==> config.mk <==
export PLATFORM = sky130hd
export DESIGN_NAME = timer_counter
export DESIGN_NICKNAME = d
export VERILOG_FILES = /design/src/rtl/timer_counter.sv
export SDC_FILE = /design/constraint.sdc
export NUM_CORES = 1
export LEC_CHECK = 0
export CAP_MARGIN = 40
export CORE_UTILIZATION = 35
export DETAILED_ROUTE_END_ITERATION = 7
export PLACE_DENSITY = 0.58
export SYNTH_ARGS = -nofsm -noshare
export SYNTH_HDL_FRONTEND = slang
export SYNTH_SLANG_ARGS = --single-unit
==> constraint.sdc <==
create_clock -name clk -period 5.45 [get_ports clk]
set_input_delay 0.545 -clock clk [delete_from_list [all_inputs] [get_ports clk]]
set_output_delay 0.545 -clock clk [all_outputs]
set_load 0.01 [all_outputs]
==> src/rtl/timer_counter.sv <==
// timer_counter: memory-mapped programmable down-counter with a maskable level IRQ.
// Define TC_PRESCALE_EN to add a PS_W-bit prescaler controlled by CTRL[3+PS_W:4].
module timer_counter #(
  parameter logic [31:0] PRESET_RST = 32'h0000_0000,
  parameter int          PS_W       = 4
) (
  input  logic        clk,
  input  logic        reset,
  input  logic [31:2] Addr,
  input  logic        WE,
  input  logic [31:0] Din,
  output logic [31:0] Dout,
  output logic        IRQ
);

`ifdef TC_PRESCALE_EN
  localparam int CTRL_W = 4 + PS_W;
`else
  localparam int CTRL_W = 4;
  localparam int unused_ps_w = PS_W;
`endif

  typedef enum logic [1:0] {IDLE, LOAD, CNT, INT} state_t;

  state_t            state_q, state_d;
  logic [CTRL_W-1:0] ctrl_q, ctrl_d;
  logic [31:0]       preset_q, preset_d;
  logic [31:0]       count_q, count_d;
  logic              irq_flag_q, irq_flag_d;
  logic              en, im, auto_reload, tick;
  logic              unused_addr;

  assign en          = ctrl_q[0];
  assign auto_reload = (ctrl_q[2:1] == 2'b01);
  assign im          = ctrl_q[3];
  assign unused_addr = ^Addr[31:4];

`ifdef TC_PRESCALE_EN
  logic [PS_W-1:0] ps_cnt_q, ps_cnt_d;
  assign tick = (ps_cnt_q == ctrl_q[CTRL_W-1:4]);
`else
  assign tick = 1'b1;
`endif

  always_comb begin
    state_d    = state_q;
    ctrl_d     = ctrl_q;
    preset_d   = preset_q;
    count_d    = count_q;
    irq_flag_d = irq_flag_q;
`ifdef TC_PRESCALE_EN
    ps_cnt_d   = ps_cnt_q;
`endif
    case (state_q)
      IDLE: begin
        if (en) state_d = LOAD;
      end
      LOAD: begin
        count_d = preset_q;
        state_d = CNT;
`ifdef TC_PRESCALE_EN
        ps_cnt_d = '0;
`endif
      end
      CNT: begin
        if (!en) begin
          state_d = IDLE;
        end else if (tick) begin
`ifdef TC_PRESCALE_EN
          ps_cnt_d = '0;
`endif
          // PRESET 0 and 1 both terminate on the first CNT cycle; never wraps below 0
          if (count_q > 32'd1) begin
            count_d = count_q - 32'd1;
          end else begin
            count_d    = '0;
            irq_flag_d = 1'b1;
            state_d    = INT;
          end
        end
`ifdef TC_PRESCALE_EN
        else begin
          ps_cnt_d = ps_cnt_q + {{(PS_W-1){1'b0}}, 1'b1};
        end
`endif
      end
      INT: begin
        if (auto_reload) begin
          irq_flag_d = 1'b0;
          state_d    = LOAD;
        end else begin
          ctrl_d[0] = 1'b0;
          state_d   = IDLE;
        end
      end
      default: state_d = IDLE;
    endcase

    // CPU write applied last so it overrides whatever the FSM did to CTRL/irq_flag
    if (WE) begin
      case (Addr[3:2])
        2'd0: begin
          ctrl_d     = Din[CTRL_W-1:0];
          irq_flag_d = 1'b0;
        end
        2'd1: preset_d = Din;
        default: ;
      endcase
    end
  end

  always_ff @(posedge clk or posedge reset) begin
    if (reset) begin
      state_q    <= IDLE;
      ctrl_q     <= '0;
      preset_q   <= PRESET_RST;
      count_q    <= '0;
      irq_flag_q <= 1'b0;
`ifdef TC_PRESCALE_EN
      ps_cnt_q   <= '0;
`endif
    end else begin
      state_q    <= state_d;
      ctrl_q     <= ctrl_d;
      preset_q   <= preset_d;
      count_q    <= count_d;
      irq_flag_q <= irq_flag_d;
`ifdef TC_PRESCALE_EN
      ps_cnt_q   <= ps_cnt_d;
`endif
    end
  end

  always_comb begin
    case (Addr[3:2])
      2'd0:    Dout = 32'(ctrl_q);
      2'd1:    Dout = preset_q;
      2'd2:    Dout = count_q;
      default: Dout = '0;
    endcase
  end

  assign IRQ = irq_flag_q & im;

endmodule
Yosys cells after proc, flatten, opt, wreduce, memory -nomap -nowiden
Index checks and enable logic that the tools add are counted.
- flip-flop bits (word level): 71
- input bits: 65
- output and inout port bits: 33
- logic and storage cells: 44
- add/sub/neg operators: 1
- $lt $le $gt $ge: 1
- equal/unequal tests: 9
- mux-type cells: 19
- bitwise gates (word level): 1
- reductions and logical operators: 7
- operators by type and width (operator ; count):
    32-bit one-hot mux with 3 select lines ; 1
    32-bit 2-to-1 mux ; 2
    32-bit one-hot mux with 2 select lines ; 1
    32-bit by 1-bit > comparator with 1-bit output (second input constant) ; 1
    32-bit by 1-bit subtractor with 32-bit output (second input constant) ; 1
    1-bit 2-to-1 mux ; 10
    2-bit one-hot mux with 4 select lines ; 1
    2-bit AND reduction ; 4
    2-bit by 1-bit equality test with 1-bit output (second input constant) ; 3
    2-bit equality test (second input constant) ; 3
    2-bit 2-to-1 mux ; 3
    2-bit zero test ; 2
    2-bit != test (second input constant) ; 2
    3-bit != test (second input constant) ; 1
    1-bit one-hot mux with 2 select lines ; 1
    2-bit nonzero test ; 1
    1-bit AND ; 1

Longest topological paths before layout
Gate-level depths: netlist of the first run.
- depth in word-level cells: 6
- gate-level depth with buffers: 9
- mapped depth without buffers: 7

Least setup slack after synthesis of the first run
OpenSTA, ideal clock, no wires.
- path kind: register to register
- start: register count_q[0]
- end: register count_q[26]
- setup time: 131 ps
- arrival time: 2289 ps
- required time: 5319 ps
- setup slack: 3030 ps
- stages on the path, launching flop included: 9
- path buffers: 1
- period minus slack after synthesis: 2420 ps
- cells stage by stage: dfrtp_1 -> inv_1 -> ha_1 -> or4b_1 -> or3_1 -> clkbuf_1 -> or4_1 -> a31oi_1 -> o211ai_1
- cells in the longest elaborated chain, start to end: 4
- elaborated cells between the ends (all ways): 5
- those cells by class: add/sub (1); order compare (1); mux (3)
- ends and longest elaborated chain (item ; line ; RTL):
    start, declared ; 28 ; logic [31:0] count_q, count_d;
    start signal, assigned ; 126 ; count_q <= count_d;
    32-bit by 1-bit subtractor with 32-bit output or 32-bit by 1-bit > comparator with 1-bit output (tied branches) ; 74, 73 ;
    32-bit 2-to-1 mux * ; 73 ; if (count_q > 32'd1) begin
    32-bit 2-to-1 mux * ; 66 ; if (!en) begin
    32-bit one-hot mux with 2 select lines * ; 54 ; case (state_q)
Mark *: on every way between the ends. The rest lies on a longest branch, timed or not. The select of a mux whose other input is x is not followed.
A chain may end at the register's enable or synchronous reset.

Worst setup path after layout of the first run
- start: input port Addr[2] in the netlist's numbering
- end: output port Dout[20]
- cells in the longest elaborated chain, start to end: 2
- elaborated cells between the ends (all ways): 4
- those cells by class: eq/ne (2); mux (1); reduce/logical (1)
- ends and longest elaborated chain (item ; line ; RTL):
    start, declared ; 9 ; input logic [31:2] Addr,
    2-bit equality test (tied with other cells) ; 135 ; case (Addr[3:2])
    32-bit one-hot mux with 3 select lines * ; 135 ;
    end, declared ; 12 ; output logic [31:0] Dout,
Mark *: on every way between the ends. The rest lies on a longest branch, timed or not.

==> impl_metrics.toml, run 1 <==
[power]
ir_worst_vdd_mv = 0.209
pwr_density_cell_nw_per_um2 = 463
power.total_uw = 2410
power_leakage_uw = 0.00204

[cts]
htree_levels = 3
clock_sinks = 71
clock_latency_ns = 0.33
cts_buffer_depth = 2
hold_buffers = 0
cts_resized = 0
post_cts_buffers = 0
clk_pin_slew_ns = 0.06
tritoncts = "built"
cts_root_buf = "clkbuf_16"
cts_made_buffers = 9

[final_layout]
area_growth_pct = 25.8
antennaDiodeCount = 0
drive_above_1_share_pct = 15.5
mostFrequentLayoutCells = "dfrtp_1 (71), clkdlybuf4s50_1 (69), nand2_1 (36)"
multi_input_area_um2 = 2130
n_fill_cell = 1088
layout.nets = 539
layout.cells.non_filler = 620
layout_commonest_cell = "dfrtp_1"
layout.area.seq_um2 = 1780

[critical_path]
r2r-start = "count_q[12]"
critPathMaxFanout = 19
worstPathArrival_ns = 2.91
cp.required_ns = 4.91
rr_worst_depth = 6
critPathKind = "in2out"
critPathCaptureType = "output port"
r2r_slack_ns = 2.26
rr_endpoint = "count_q[21]"
cp-start-kind = "input port"

[sta]
fin_crit_sh_pct = 63.5
worstMarginPinSlew_ns = 0.939
final_max_slew_viol_count = 0
rsz0062_at_grt = "false"
whs_ns = 0.524
period_needed_ns = 3.46
final-setup-viol-count = 0
slew_headroom_pct = 37.4
tns_ns = 0
hold_viol = 0
fin_worst_skew_ns = 0.00761
max_freq_mhz = 289

[global_route]
grt_pass1_wl_mm = 18.9
grt.overflow.total = 0
grt_pass1_vias = 3604
grt_max_degree = 51
antenna_found_initial = 0
grt_use_total_pct = 18.9

[placement]
portBuffers = 69
placed_cells = 604
dp.final_hpwl_mm = 7.47
gp_congestion = 0.853

[detailed_routing]
drtPass1Iterations = 5
drt_iter0_drc = 176
finalWirelength_mm = 11.2
final_antenna_net_count = 0
met3_length_um = 528
wire_per_inst_um = 18.0
maxUsedRoutingLayer = "met4"
routed-wl-met2_mm = 5.30
drt-vias-per-instance = 5.85
wl_met1_mm = 5.18
vias = 3628
drc = 0

[floorplanning]
initial_core_util_pct = 36.0
fp-row-count = 39
core_um2 = 11500
fp.dieW_um = 111
pin_count = 98
die_height_um = 111
die_area_um2 = 12200

[logic_synthesis]
synth_area_leaders = "dfrtp_1 (43%), mux2_2 (9.5%), a22o_1 (7.0%), nand2_1 (3.3%), a22oi_1 (2.0%)"
dominantRegCellSynth = "dfrtp_1"
synth_fp_nets = 485
async_reset_ff_share_pct = 100
synth_seq_area_share_pct = 43.0
syn_inst = 418
netlist_area_um2 = 4130
synth.top_cell.area_share_pct = 43.0
synth_top_area_cell = "dfrtp_1"
avgSynthCellArea_um2 = 9.89
yosys_warnings = 0
ys_seq_elements = 71
synth_edf_count = 0
synth_cell_type_count = 53

[worst_hold_path]
hold_depth = 2
hp-start = "irq_flag_q"
hp-class = "reg2reg"
worstHoldEndpoint = "irq_flag_q"

[run]
cap_violations = 0

[run_status]
status = "finished clean"
-- sequential cells by signal, indices dropped and copies added (netlist names) --
name / count
state_q: 2
count_q: 32
irq_flag_q: 1
ctrl_q: 4
preset_q: 32
-- worst max path at each step --
stage	endpoint	cells after the start	slack, ns	start
after detailed placement	Dout[20]	5	1.96	Addr[2]
after global placement	Dout[20]	5	1.96	Addr[2]
after CTS	Dout[20]	5	1.96	Addr[2]
after global routing	Dout[0]	6	1.78	Addr[2]
after floorplan	count_q[26]	8	3.03	count_q[0]
final	Dout[20]	5	1.99	Addr[2]
-- worst max-delay path: stages --
cell,delay (ns)
clkdlybuf4s50_1,0.59
nor2b_2,0.63
buf_4,0.38
a22o_1,0.22
clkdlybuf4s50_1,0.54
-- synth_stat cells, types with 5 or more instances --
| cell | n |
|---|---|
| o21ai_0 | 15 |
| nor2_1 | 20 |
| mux2_2 | 35 |
| nor3_1 | 13 |
| a21oi_1 | 5 |
| or4_1 | 6 |
| nand2_1 | 36 |
| nor2b_1 | 5 |
| nor4_1 | 6 |
| or3_1 | 9 |
| buf_1 | 6 |
| clkbuf_1 | 22 |
| a22o_1 | 33 |
| mux2i_1 | 7 |
| o41ai_1 | 7 |
| a22oi_1 | 11 |
| nand3_1 | 10 |
| dfrtp_1 | 71 |
| inv_1 | 14 |
| o221ai_1 | 5 |
| o31ai_1 | 10 |
| a31oi_1 | 9 |
-- area by class of cell --
cell class              instances  share of cell area, %
inverters                      14                   1.01
well taps                     143                   3.44
flip-flops and latches         71                   34.2
clock buffers                  12                   4.55
clock inverters                 4                  0.433
repair buffers                 80                   15.4
multi-input cells             296                   41.0
-- per-stage QoR --
step,utilization (%),cell area (um^2),setup WS [ns]
final,45.3,5200,1.99
after global routing,45.3,5200,1.78
after CTS,45.3,5200,1.96
after detailed placement,43.1,4940,1.96
after global placement,42.7,4900,1.96
after floorplan,-,4130,3.03
-- kinds of logic (layout without fill, tap and decap cells) --
| group | count (synthesis) | count (layout) | share of synthesized area, % |
|---|---|---|---|
| AO/OA/AOI/OAI | 125 | 125 | 23.1 |
| adder cells (fa/ha/maj) | 2 | 2 | 0.605 |
| buffers and inverters | 51 | 110 | 5.63 |
| flip-flops | 71 | 71 | 43.0 |
| multiplexers | 42 | 42 | 11.2 |
| AND/OR/NAND/NOR | 127 | 127 | 16.4 |
-- power breakdown --
| part | total, uW | internal, uW | switching (uW) | leakage, uW |
|---|---|---|---|---|
| Sequential | 926 | 704 | 222 | 0.000861 |
| Clock | 524 | 306 | 218 | 0.000126 |
| Combinational | 957 | 453 | 505 | 0.00106 |
-- layer usage --
metal  up-vias  track usage, %
met5         -               0
met4         0            5.87
met3        15            3.23
met2        98            29.6
met1      1805            26.7
li1       1710               -
Note: power is estimated with default switching activity, not from simulation.
==> inputs of run 2 (changes only) <==
--- a/config.mk
+++ b/config.mk
@@ -8,7 +8,7 @@
 export CAP_MARGIN = 40
 export CORE_UTILIZATION = 35
 export DETAILED_ROUTE_END_ITERATION = 7
-export PLACE_DENSITY = 0.58
+export PLACE_DENSITY = 0.6
 export SYNTH_ARGS = -nofsm -noshare
 export SYNTH_HDL_FRONTEND = slang
 export SYNTH_SLANG_ARGS = --single-unit
==> constraint.sdc (replaced) <==
create_clock -name clk -period 3.1 [get_ports clk]
set_input_delay 0.31 -clock clk [delete_from_list [all_inputs] [get_ports clk]]
set_output_delay 0.31 -clock clk [all_outputs]
set_load 0.01 [all_outputs]
==> run 2 against run 1 <==
Clock power grew 77%. Global-route usage grew 0.44 points. Non-clock buffer count grew 5. Wire length grew 1.5%. Count of clock-buffer cells in the layout grew 2. Total power grew 78%. Setup slack lost 1.6 ns. Register-to-register slack lost 1.9 ns. Worst hold slack lost 0.14 ns. Die area is the same. Flip-flop and latch count is the same. Critical path depth grew 2.
==> impl_metrics.toml, run 2 (synthesis results as in run 1) <==
[global_route]
grt_pass1_vias = 3701
grt_use_total_pct = 19.4
grt_pass1_wl_mm = 19.1
antenna_found_initial = 0
grt_max_degree = 42
grt.overflow.total = 0

[final_layout]
layout.nets = 544
area_growth_pct = 26.4
drive_above_1_share_pct = 16.0
top_regs = "count_q (32), preset_q (32), ctrl_q (4)"
postLayoutCellArea_um2 = 5220
n_fill_cell = 1093
mostFrequentLayoutCells = "dfrtp_1 (71), clkdlybuf4s50_1 (69), nand2_1 (36)"
final_util_pct = 45.5
layout.area.seq_um2 = 1780
antennaDiodeCount = 0
layout_commonest_cell = "dfrtp_1"
multi_input_area_um2 = 2130

[power]
pwr-share-seq_pct = 38.0
ir_worst_vdd_mv = 0.348
pwr_density_cell_nw_per_um2 = 818
p_clk_share_pct = 21.7
p_sw_uw = 1660
comb_power_share_pct = 40.3
p_int_uw = 2610
switching_share_pct = 38.9
power_leakage_uw = 0.00206
power.total_uw = 4270

[critical_path]
critPathCaptureType = "flip-flop"
r2r_slack_ns = 0.37
crit_buf_inv = 1
critPathMaxFanout = 5
cp.required_ns = 3.36
rr_worst_depth = 7
cp_slowest_cell = "or4b_1"
path_delay_family = "simple AND/OR/NAND/NOR gates"
cp.depth = 7
cp-start-kind = "flip-flop"
worstPathArrival_ns = 2.99
critPathKind = "reg2reg"
max_stage_delay_ns = 0.55
path_cells = "inv_1, ha_1, or4b_1, nor3_1, nand2_1, o311ai_0, o2111a_1"

[floorplanning]
die_area_um2 = 12200
pin_count = 98
core_um2 = 11500
initial_core_util_pct = 36.0
fp.dieW_um = 111
die_height_um = 111
fp-row-count = 39

[cts]
tritoncts = "built"
clock_latency_ns = 0.33
cts_root_buf = "clkbuf_16"
post_cts_buffers = 0
clk_pin_slew_ns = 0.06
cts_resized = 0
htree_levels = 3
hold_buffers = 0
cts_made_buffers = 9
clock_sinks = 71
cts_buffer_depth = 2

[sta]
rsz0062_at_grt = "false"
final_max_slew_viol_count = 0
period_needed_ns = 2.73
worstMarginPinSlew_ns = 0.838
final-setup-viol-count = 0
fin_worst_skew_ns = 0.00514
fin_crit_sh_pct = 88.1
whs_ns = 0.389
max_freq_mhz = 366
hold_viol = 0
tns_ns = 0
slew_headroom_pct = 44.0

[detailed_routing]
drt-vias-per-instance = 5.82
wire_per_inst_um = 18.1
vias = 3631
drc = 0
finalWirelength_mm = 11.3
final_antenna_net_count = 0
drt_iter0_drc = 251
drtPass1Iterations = 4

[worst_hold_path]
hp-class = "in2async"

[run_status]
status = "finished clean"

[placement]
dp.final_hpwl_mm = 7.56
gp_congestion = 0.875
postPlaceCellArea_um2 = 4960
portBuffers = 69

[run]
cap_violations = 0
## run 2: worst paths after layout
path	startpoint	to
worst max-delay path	count_q[0]	count_q[28]
worst min-delay path	reset	irq_flag_q
worst max register to register	count_q[0]	count_q[28]
worst min register to register	irq_flag_q	irq_flag_q
max in group asynchronous	reset	count_q[12]
min in group clk	irq_flag_q	irq_flag_q
## run 2: cell type report
class	count	area share [%]
Clock buffer	14	4.86
Clock inverter	1	0.0958
Tap cell	143	3.43
Timing Repair Buffer	85	15.8
Inverter	14	1.01
Sequential cell	71	34.0
Multi-Input combinational cell	296	40.8
## run 2: per-stage QoR
stage | std cells | setup slack, ns
after floorplan | 418 | 0.680
after global placement | 609 | 0.450
after detailed placement | 609 | 0.393
after CTS | 624 | 0.382
after global routing | 624 | 0.216
final | 624 | 0.370
## run 2: per-layer routing
metal / global-route usage (%) / vias to the layer above / routed length, um
met3: 4.10 / 19 / 626
met1: 26.0 / 1784 / 5050
li1: - / 1717 / -
met2: 30.5 / 111 / 5380
met5: 0 / - / 0
met4: 7.82 / 0 / 261
## run 2: power groups by stage
| stage | Sequential [uW] | Combinational (uW) | Clock, uW |
|---|---|---|---|
| finish | 1620 | 1720 | 929 |
| global placement | 1620 | 1670 | 0 |
| global route | 1680 | 1910 | 998 |
| CTS | 1620 | 1720 | 950 |
| floorplan | 1490 | 1270 | 0 |
| detailed placement | 1630 | 1710 | 0 |
